**src/rtl/m_btb_2bit.sv**
```systemverilog
`default_nettype none
// +--------------------------------------------------------------------------+
// | m_btb_2bit: tagged direct-mapped branch target buffer with 2-bit         |
// | saturating direction counters, clear walk and update/miss statistics.    |
// | Revision: 1.0 - initial release                                          |
// +--------------------------------------------------------------------------+
module m_btb_2bit #(
  parameter int         IDX_W     = 6,
  parameter int         PC_W      = 32,
  parameter logic [1:0] CTR_ALLOC = 2'b10
) (
  input  logic            w_clk,
  input  logic            w_rst_n,
  input  logic            w_ce,
  input  logic            w_flush,
  input  logic [PC_W-1:0] w_lk_pc,
  output logic            w_lk_hit,
  output logic            w_lk_taken,
  output logic [PC_W-1:0] w_lk_tgt,
  input  logic            w_up_en,
  input  logic [PC_W-1:0] w_up_pc,
  input  logic            w_up_taken,
  input  logic [PC_W-1:0] w_up_tgt,
  input  logic            w_up_pred,
  output logic            w_busy,
  output logic [31:0]     w_n_upd,
  output logic [31:0]     w_n_miss
);

  localparam int ENTRIES = 2**IDX_W;
  localparam int TAG_W   = PC_W - IDX_W - 2;

  typedef enum logic [0:0] {S_CLEAR = 1'b0, S_RUN = 1'b1} state_t;

  state_t           r_state, w_state_nxt;
  logic [IDX_W-1:0] r_ci, w_ci_nxt;

  logic [ENTRIES-1:0] r_valid;
  logic [TAG_W-1:0]   r_tag [ENTRIES];
  logic [PC_W-3:0]    r_tgt [ENTRIES];
  logic [1:0]         r_ctr [ENTRIES];
  logic [31:0]        r_n_upd, r_n_miss;

  logic [IDX_W-1:0] w_lk_idx, w_up_idx;
  logic [TAG_W-1:0] w_lk_tag, w_up_tag;
  logic             w_lk_match, w_up_hit, w_up_acc;
  logic [1:0]       w_ctr_inc, w_ctr_dec;
  logic             w_unused;

  assign w_lk_idx = w_lk_pc[IDX_W+1:2];
  assign w_lk_tag = w_lk_pc[PC_W-1:IDX_W+2];
  assign w_up_idx = w_up_pc[IDX_W+1:2];
  assign w_up_tag = w_up_pc[PC_W-1:IDX_W+2];

  // Byte-offset bits carry no information for word-aligned branches.
  assign w_unused = ^{w_lk_pc[1:0], w_up_pc[1:0], w_up_tgt[1:0]};

  assign w_busy   = (r_state == S_CLEAR);
  assign w_n_upd  = r_n_upd;
  assign w_n_miss = r_n_miss;

  // Lookup is masked while the walk runs: stale valid bits are not yet cleared.
  assign w_lk_match = !w_busy && r_valid[w_lk_idx] && (r_tag[w_lk_idx] == w_lk_tag);
  assign w_lk_hit   = w_lk_match;
  assign w_lk_taken = w_lk_match && r_ctr[w_lk_idx][1];
  assign w_lk_tgt   = w_lk_match ? {r_tgt[w_lk_idx], 2'b00} : '0;

  assign w_up_hit = r_valid[w_up_idx] && (r_tag[w_up_idx] == w_up_tag);
  assign w_up_acc = w_rst_n && w_ce && w_up_en && !w_flush && (r_state == S_RUN);

  assign w_ctr_inc = (r_ctr[w_up_idx] == 2'b11) ? 2'b11 : r_ctr[w_up_idx] + 2'd1;
  assign w_ctr_dec = (r_ctr[w_up_idx] == 2'b00) ? 2'b00 : r_ctr[w_up_idx] - 2'd1;

  always_comb begin
    w_state_nxt = r_state;
    w_ci_nxt    = r_ci;
    if (w_flush) begin
      w_state_nxt = S_CLEAR;
      w_ci_nxt    = '0;
    end else if (r_state == S_CLEAR) begin
      w_ci_nxt = r_ci + 1'b1;
      if (r_ci == '1) begin
        w_state_nxt = S_RUN;
      end
    end
  end

  always_ff @(posedge w_clk) begin
    if (!w_rst_n) begin
      r_state  <= S_CLEAR;
      r_ci     <= '0;
      r_n_upd  <= '0;
      r_n_miss <= '0;
    end else if (w_ce) begin
      r_state <= w_state_nxt;
      r_ci    <= w_ci_nxt;
      if (w_up_acc) begin
        r_n_upd <= r_n_upd + 32'd1;
        if (w_up_pred != w_up_taken) begin
          r_n_miss <= r_n_miss + 32'd1;
        end
      end
    end
  end

  // Table storage has no reset; the clear walk invalidates it instead.
  always_ff @(posedge w_clk) begin
    if (w_rst_n && w_ce) begin
      if (r_state == S_CLEAR) begin
        r_valid[r_ci] <= 1'b0;
      end else if (w_up_acc) begin
        if (w_up_hit) begin
          if (w_up_taken) begin
            r_ctr[w_up_idx] <= w_ctr_inc;
            r_tgt[w_up_idx] <= w_up_tgt[PC_W-1:2];
          end else begin
            r_ctr[w_up_idx] <= w_ctr_dec;
          end
        end else if (w_up_taken) begin
          r_valid[w_up_idx] <= 1'b1;
          r_tag[w_up_idx]   <= w_up_tag;
          r_tgt[w_up_idx]   <= w_up_tgt[PC_W-1:2];
          r_ctr[w_up_idx]   <= CTR_ALLOC;
        end
      end
    end
  end

endmodule
`default_nettype wire

```
**config.mk**
```make
export PLATFORM = sky130hd
export DESIGN_NAME = m_btb_2bit
export DESIGN_NICKNAME = d
export VERILOG_FILES = /design/src/rtl/m_btb_2bit.sv
export SDC_FILE = /design/constraint.sdc
export NUM_CORES = 2
export LEC_CHECK = 0
export BUFFER_PORTS_ARGS = -buffer_cell sky130_fd_sc_hd__buf_2
export CORE_MARGIN = 1
export CORE_UTILIZATION = 55
export CTS_BUF_LIST = sky130_fd_sc_hd__clkbuf_2
export CTS_CLUSTER_SIZE = 16
export DETAILED_ROUTE_END_ITERATION = 8
export PLACE_DENSITY = 0.76
export RECOVER_POWER = 25
export SYNTH_ARGS = -nofsm -noshare
export SYNTH_HDL_FRONTEND = slang
export SYNTH_SLANG_ARGS = --single-unit
```
**constraint.sdc**
```tcl
create_clock -name w_clk -period 13.2 [get_ports w_clk]
set_clock_uncertainty 0.05 [all_clocks]
set_input_delay 1.98 -clock w_clk [delete_from_list [all_inputs] [get_ports w_clk]]
set_output_delay 1.98 -clock w_clk [all_outputs]
set_load 0.02 [all_outputs]
```
# Word-level counts from Yosys, hierarchy flattened
# Memory sizes are Yosys's and may differ from the RTL's.
# Cells that the tools add are included.
# classes
n_addsub,5
n_lt_le_gt_ge,5
eq_ne,9
n_mux,40
bitwise_logic,7
reduce_logical,16
# op_table
cell,n
2-to-1 mux 64 bit,4
"adder 32 x 1 -> 32 bit, second input constant",2
AND 64 bit,1
NOT 64 bit,1
OR 64 bit,1
equality test 24 bit,2
2-to-1 mux 32 bit,1
2-to-1 mux 30 bit,1
2-to-1 mux 1 bit,24
"less-than comparator 6 x 7 -> 1 bit, second input constant",3
binary-select mux 1 bit (select 6 bit),2
demux 1 bit (select 6 bit),2
">= comparator 6 x 1 -> 1 bit, second input constant",2
2-to-1 mux 6 bit,2
logical AND 1 bit,10
2-to-1 mux 2 bit,4
"adder 6 x 1 -> 6 bit, second input constant",1
"equality test 6 bit, second input constant",1
"inequality test 2 bit, second input constant",3
AND reduction 2 bit,2
AND reduction 4 bit,1
OR 1 bit,3
AND reduction 3 bit,1
"adder 2 x 1 -> 2 bit, second input constant",1
7 further kinds,7
# totals
register_bits,135
ramBits,3584
input_bits,103
out_inout_bits,99
elab_cells,90
mem_count,3
# mem_list
name,depth,word_bits,rd,rd_clocked_by_memory_dff,wr,line_no,rtl
r_tgt,64,30,1,0,1,40,logic [PC_W-3:0] r_tgt [ENTRIES];
r_tag,64,24,2,0,1,39,logic [TAG_W-1:0] r_tag [ENTRIES];
r_ctr,64,2,2,0,1,41,logic [1:0] r_ctr [ENTRIES];

# Depth between registers and ports, before layout
# depth
word_depth,10
mapped_depth,19
ltp_nobuf,10

# Least setup slack after synthesis
# No wires, ideal clock.
# synth_timing
path_kind,input to register
start,in w_up_pc[4]
end,"mem r_ctr[0][0], data pin"
setup_time_ns,0.712
t_arrival_ns,7.374
t_required_ns,12.438
slack_ns,5.064
stages,16
path_buffers,6
cell_sequence,buf_4 -> buf_6 -> buf_2 -> buf_2 -> buf_2 -> mux4_2 -> a221oi_1 -> nor2_1 -> a21oi_1 -> a31o_2 -> o2111ai_1 -> nor4_1 -> nand4_1 -> nand3_1 -> buf_2 -> nor3b_1
# synth_between
elab_chain_cells,10
elab_cells_between_ends,24
classes_between,add/sub (2); eq/ne (2); mux (16); reduce/logical (2); memory (2)
# synth_rtl
item,line_no,rtl
"start, declared",21,"input logic [PC_W-1:0] w_up_pc,"
memory read (64 x 24 bit) or binary-select mux 1 bit (select 6 bit) (tied branches),--,
equality test 24 bit or 2-to-1 mux 1 bit (tied branches),68,assign w_up_hit = r_valid[w_up_idx] && (r_tag[w_up_idx] == w_up_tag);
logical AND 1 bit,68,
2-to-1 mux 1 bit,112,if (w_up_hit) begin
2-to-1 mux 1 bit,111,end else if (w_up_acc) begin
2-to-1 mux 1 bit,109,if (r_state == S_CLEAR) begin
2-to-1 mux 1 bit,108,if (w_rst_n && w_ce) begin
2-to-1 mux 1 bit (implied by the code),117,r_ctr[w_up_idx] <= w_ctr_dec;
2-to-1 mux 2 bit (no source line),--,
2-to-1 mux 2 bit (no source line) *,--,
"end, declared",41,
# Every way passes the cells marked *; elsewhere a longest branch is shown, timed or not. The select of a mux whose other input is x is not followed.

# Worst setup path in the final report
# layout_timing
start,in w_lk_pc[4]
end,out w_lk_tgt[29]
# layout_between
elab_chain_cells,5
elab_cells_between_ends,8
classes_between,eq/ne (1); mux (3); reduce/logical (2); memory (2)
# layout_rtl
item,line_no,rtl
"start, declared",16,"input logic [PC_W-1:0] w_lk_pc,"
branches (longest 4 deep; another with memory read (64 x 24 bit)),--,
2-to-1 mux 32 bit *,66,"assign w_lk_tgt = w_lk_match ? {r_tgt[w_lk_idx], 2'b00} : '0;"
"end, declared",19,"output logic [PC_W-1:0] w_lk_tgt,"
# Every way passes the cells marked *. The select of a mux whose other input is x is not followed.

==> out/qor.yml <==
outcome: "complete, but fails checks"
failed_checks: "max-capacitance violations, max-slew violations"
finalNonFillerCells: 13200
drtAntennaViolNets: 0
rr_worst_depth: 12
placed_area_sq_um: 165000
htreeDepth: 6
antenna_found_initial: 34
io_buffers: 193
n_fill_cell: 20000
hold_depth: 4
hold_path_end: "w_n_upd[8]"
cp.arrival_ns: 8.23
stdcell_area_sq_um: 173000
dieHeight_um: 539
cts_num_sinks: 3719
grt_pass1_vias: 94500
grt.overflow.total: 0
setup_viol: 0
die_w_um: 539
worst_path_max_delay_cell: "xnor2_1"
met1_length_um: 158000
power_w: 0.0220
first_pass_iters: 7
critPathMaxFanout: 58
grt_pass1_wl_um: 676000
critical_path.max_stage_delay_ns: 0.79
synthesis.area_sq_um: 159000
core_region_area_sq_um: 286000
hpwl_um: 244000
cp-start-kind: "primary input"
rsz0062_at_grt: "false"
r2r_start: "r_tag[11][20]"
drt-wirelength-per-cell_um: 36.6
synth.distinct_cells: 77
initial_core_util: 0.555
drv_cap: 38
min_path_type: "primary input to flip-flop"
finalCriticalPeriod_ns: 10.26
gp_congestion: 0.856
ys_ff_latch: 3719
clock-root-buffer: "clkbuf_2"
synth-edff-count: 3648
die_area_sq_um: 291000
area_growth_syn_to_layout_pct: 8.87
cts-buffers-inserted: 872
fin_crit_sh: 0.777
routed-wl-met2_um: 216000
final_common_cell: "edfxtp_1"
final_core_util: 0.604
drcViolationCount: 0
timing.fmax_mhz: 97.5
drive_gt1_frac: 0.345
row_count: 196
nets: 8866
power_leakage_nw: 55.6
ys_seq_area_frac: 0.699
crit_required_ns: 11.17
tightest_slew_ns: 2.79
dpl.cell_count: 11600
crit_chain: "buf_8 -> buf_4 -> mux4_2 -> mux4_2 -> mux2_2 -> nand2_1 -> o21ai_0 -> xnor2_1 -> o2111ai_1 -> nor4_4 -> buf_4 -> nand2_2 -> a211oi_1 -> buf_2"
clk_latency_ns: 2.31
path_class: "primary input to output port"
synthArstFlopShare: 0
dr.first_iter.drc_count: 16500
grt_util_all_layers: 0.329
clock_path_buffers: 4
p_per_area_nw_per_um2: 127
syn_inst: 8034
cts_tree: "yes"
routed_wirelength_um: 484000
vdd_drop_max_mv: 0.124
finalHoldViolations: 0
end_kind: "output port"
grt_max_degree: 155
num_io_pins: 202
setup_tns_ns: 0
ys_warn_count: 0
synth_flop_cell: "edfxtp_1"
avgViaCountPerCell: 7.14
path_clk_slew_ns: 0.09
top_layer: "met5"
layout_common_cells: "edfxtp_1, clkbuf_2, mux4_2"
met3_length_um: 74600
max_slew_margin: -0.858
r2r_slack_ns: 6.19
r2r-end: "r_tag[16][13]"
hp-start: "w_up_en"
slew_viol_final: 2494
num_vias: 94500
syn_avg_cell_area_sq_um: 19.8
[layer usage]
layer,vias to the layer above,global-route usage
met4,20,0.212
met3,1791,0.103
li1,36200,-
met2,8904,0.488
met1,47600,0.424
met5,-,0
[flip-flops by register name, indices dropped and copies added (netlist names)]
name / count
r_ci: 6
w_n_miss: 32
r_tag: 1536
w_n_upd: 32
r_tgt: 1920
r_ctr: 128
r_state: 1
r_valid: 64
[worst max path at each step]
stage | startpoint | end | slack, ns | cells after the start
after global routing | w_lk_pc[2] | w_lk_tgt[29] | 2.60 | 15
after detailed placement | w_up_pc[2] | r_tag[16][9] | 3.10 | 16
after floorplan | w_up_pc[4] | r_ctr[0][0] | 5.06 | 16
after global placement | w_lk_pc[2] | w_lk_tgt[29] | 3.12 | 15
after CTS | w_lk_pc[2] | w_lk_tgt[29] | 3.10 | 13
final | w_lk_pc[4] | w_lk_tgt[29] | 2.94 | 14
[worst max-delay path, delay by kind of cell]
kind	cells	cell delay, ns
AOI/OAI and AO/OA	3	1.33
xor gates and xnor gates	1	0.79
muxes	3	1.20
and+or+nand+nor	3	0.91
buffers and inverters	4	1.88
[where the power goes]
group	leakage, nW	internal (W)	switching, W
logic	16.3	0.000595	0.000926
clock network	6.01	0.00283	0.00469
registers	33.4	0.0130	0.00000767
total	55.6	0.0164	0.00562
[stage by stage]
| stage | worst slack [ns] | hold WS [ns] |
|---|---|---|
| finish | 2.94 | 0.285 |
| floorplan | 5.06 | 0.481 |
| detailed placement | 3.10 | 0.450 |
| global placement | 3.12 | 0.439 |
| CTS | 3.10 | 0.121 |
| global route | 2.60 | 0.276 |
[what timing repair did]
item,CTS,global route
buffers inserted,0,0
resized for setup,0,0
hold buffers,3,0
hold endpoints to repair,5,0
[cell families (layout without fill, tap and decap cells)]
kind of cell               after synthesis  in the layout  synth area share
AOI/OAI and AO/OA                     1053           1053            0.0470
buffers and inverters                  636           2049            0.0191
adders and majority gates                3              3          0.000236
muxes                                 1653           1653             0.203
xor gates and xnor gates                83             83           0.00458
other                                    1             29         0.0000236
DFF                                   3719           3719             0.699
and+or+nand+nor                        886            886            0.0280
[final cells by class]
cell class | instances | area [sq um] | area share
flip-flops and latches | 3719 | 111000 | 0.642
multi-input cells | 3680 | 46000 | 0.266
clock buffers | 1251 | 6260 | 0.0362
well taps | 3762 | 4710 | 0.0272
repair buffers | 457 | 3130 | 0.0181
clock inverters | 311 | 1750 | 0.0101
inverters | 30 | 115 | 0.000666
diodes | 27 | 67.6 | 0.000391
[cells in the mapped netlist, types with 10 or more instances]
master     instances  area [sq um]
nor4_1            13          81.3
clkbuf_1         250           938
buf_1             69           259
nand3_1           39           195
a21oi_1          169           846
a221o_1          104          1040
o2bb2ai_1         12           105
mux2_2            63           709
buf_4             59           443
buf_6             23           259
nand4_1           28           175
a221oi_1          98           858
o22a_1            49           429
o221ai_1          24           210
a211oi_1          19           143
nand2_1          244           916
and3b_1           12           105
o31ai_1           22           165
xor2_1            12           105
xnor2_1           71           622
or3_1             21           131
and2_1            61           382
dfxtp_1           71          1420
o32ai_1           16           140
or2_2             17           106
buf_2            205          1030
and4_1            11          96.3
nor2_1           237           890
nor2b_1           29           181
nand3b_1          22           165
inv_1             28           105
o21ai_0          186           931
a22o_1            24           210
nand2b_1          73           457
and3_1            44           275
a31oi_1           21           131
a21boi_0          14           105
mux2i_1          345          3450
a22oi_1           88           661
o22ai_1          119           744
edfxtp_1        3648        110000
a2111oi_0         10          87.6
o211ai_1          24           180
mux4_2          1242         28000
a32o_1            11           110
Note: power is estimated with default switching activity, not from simulation.
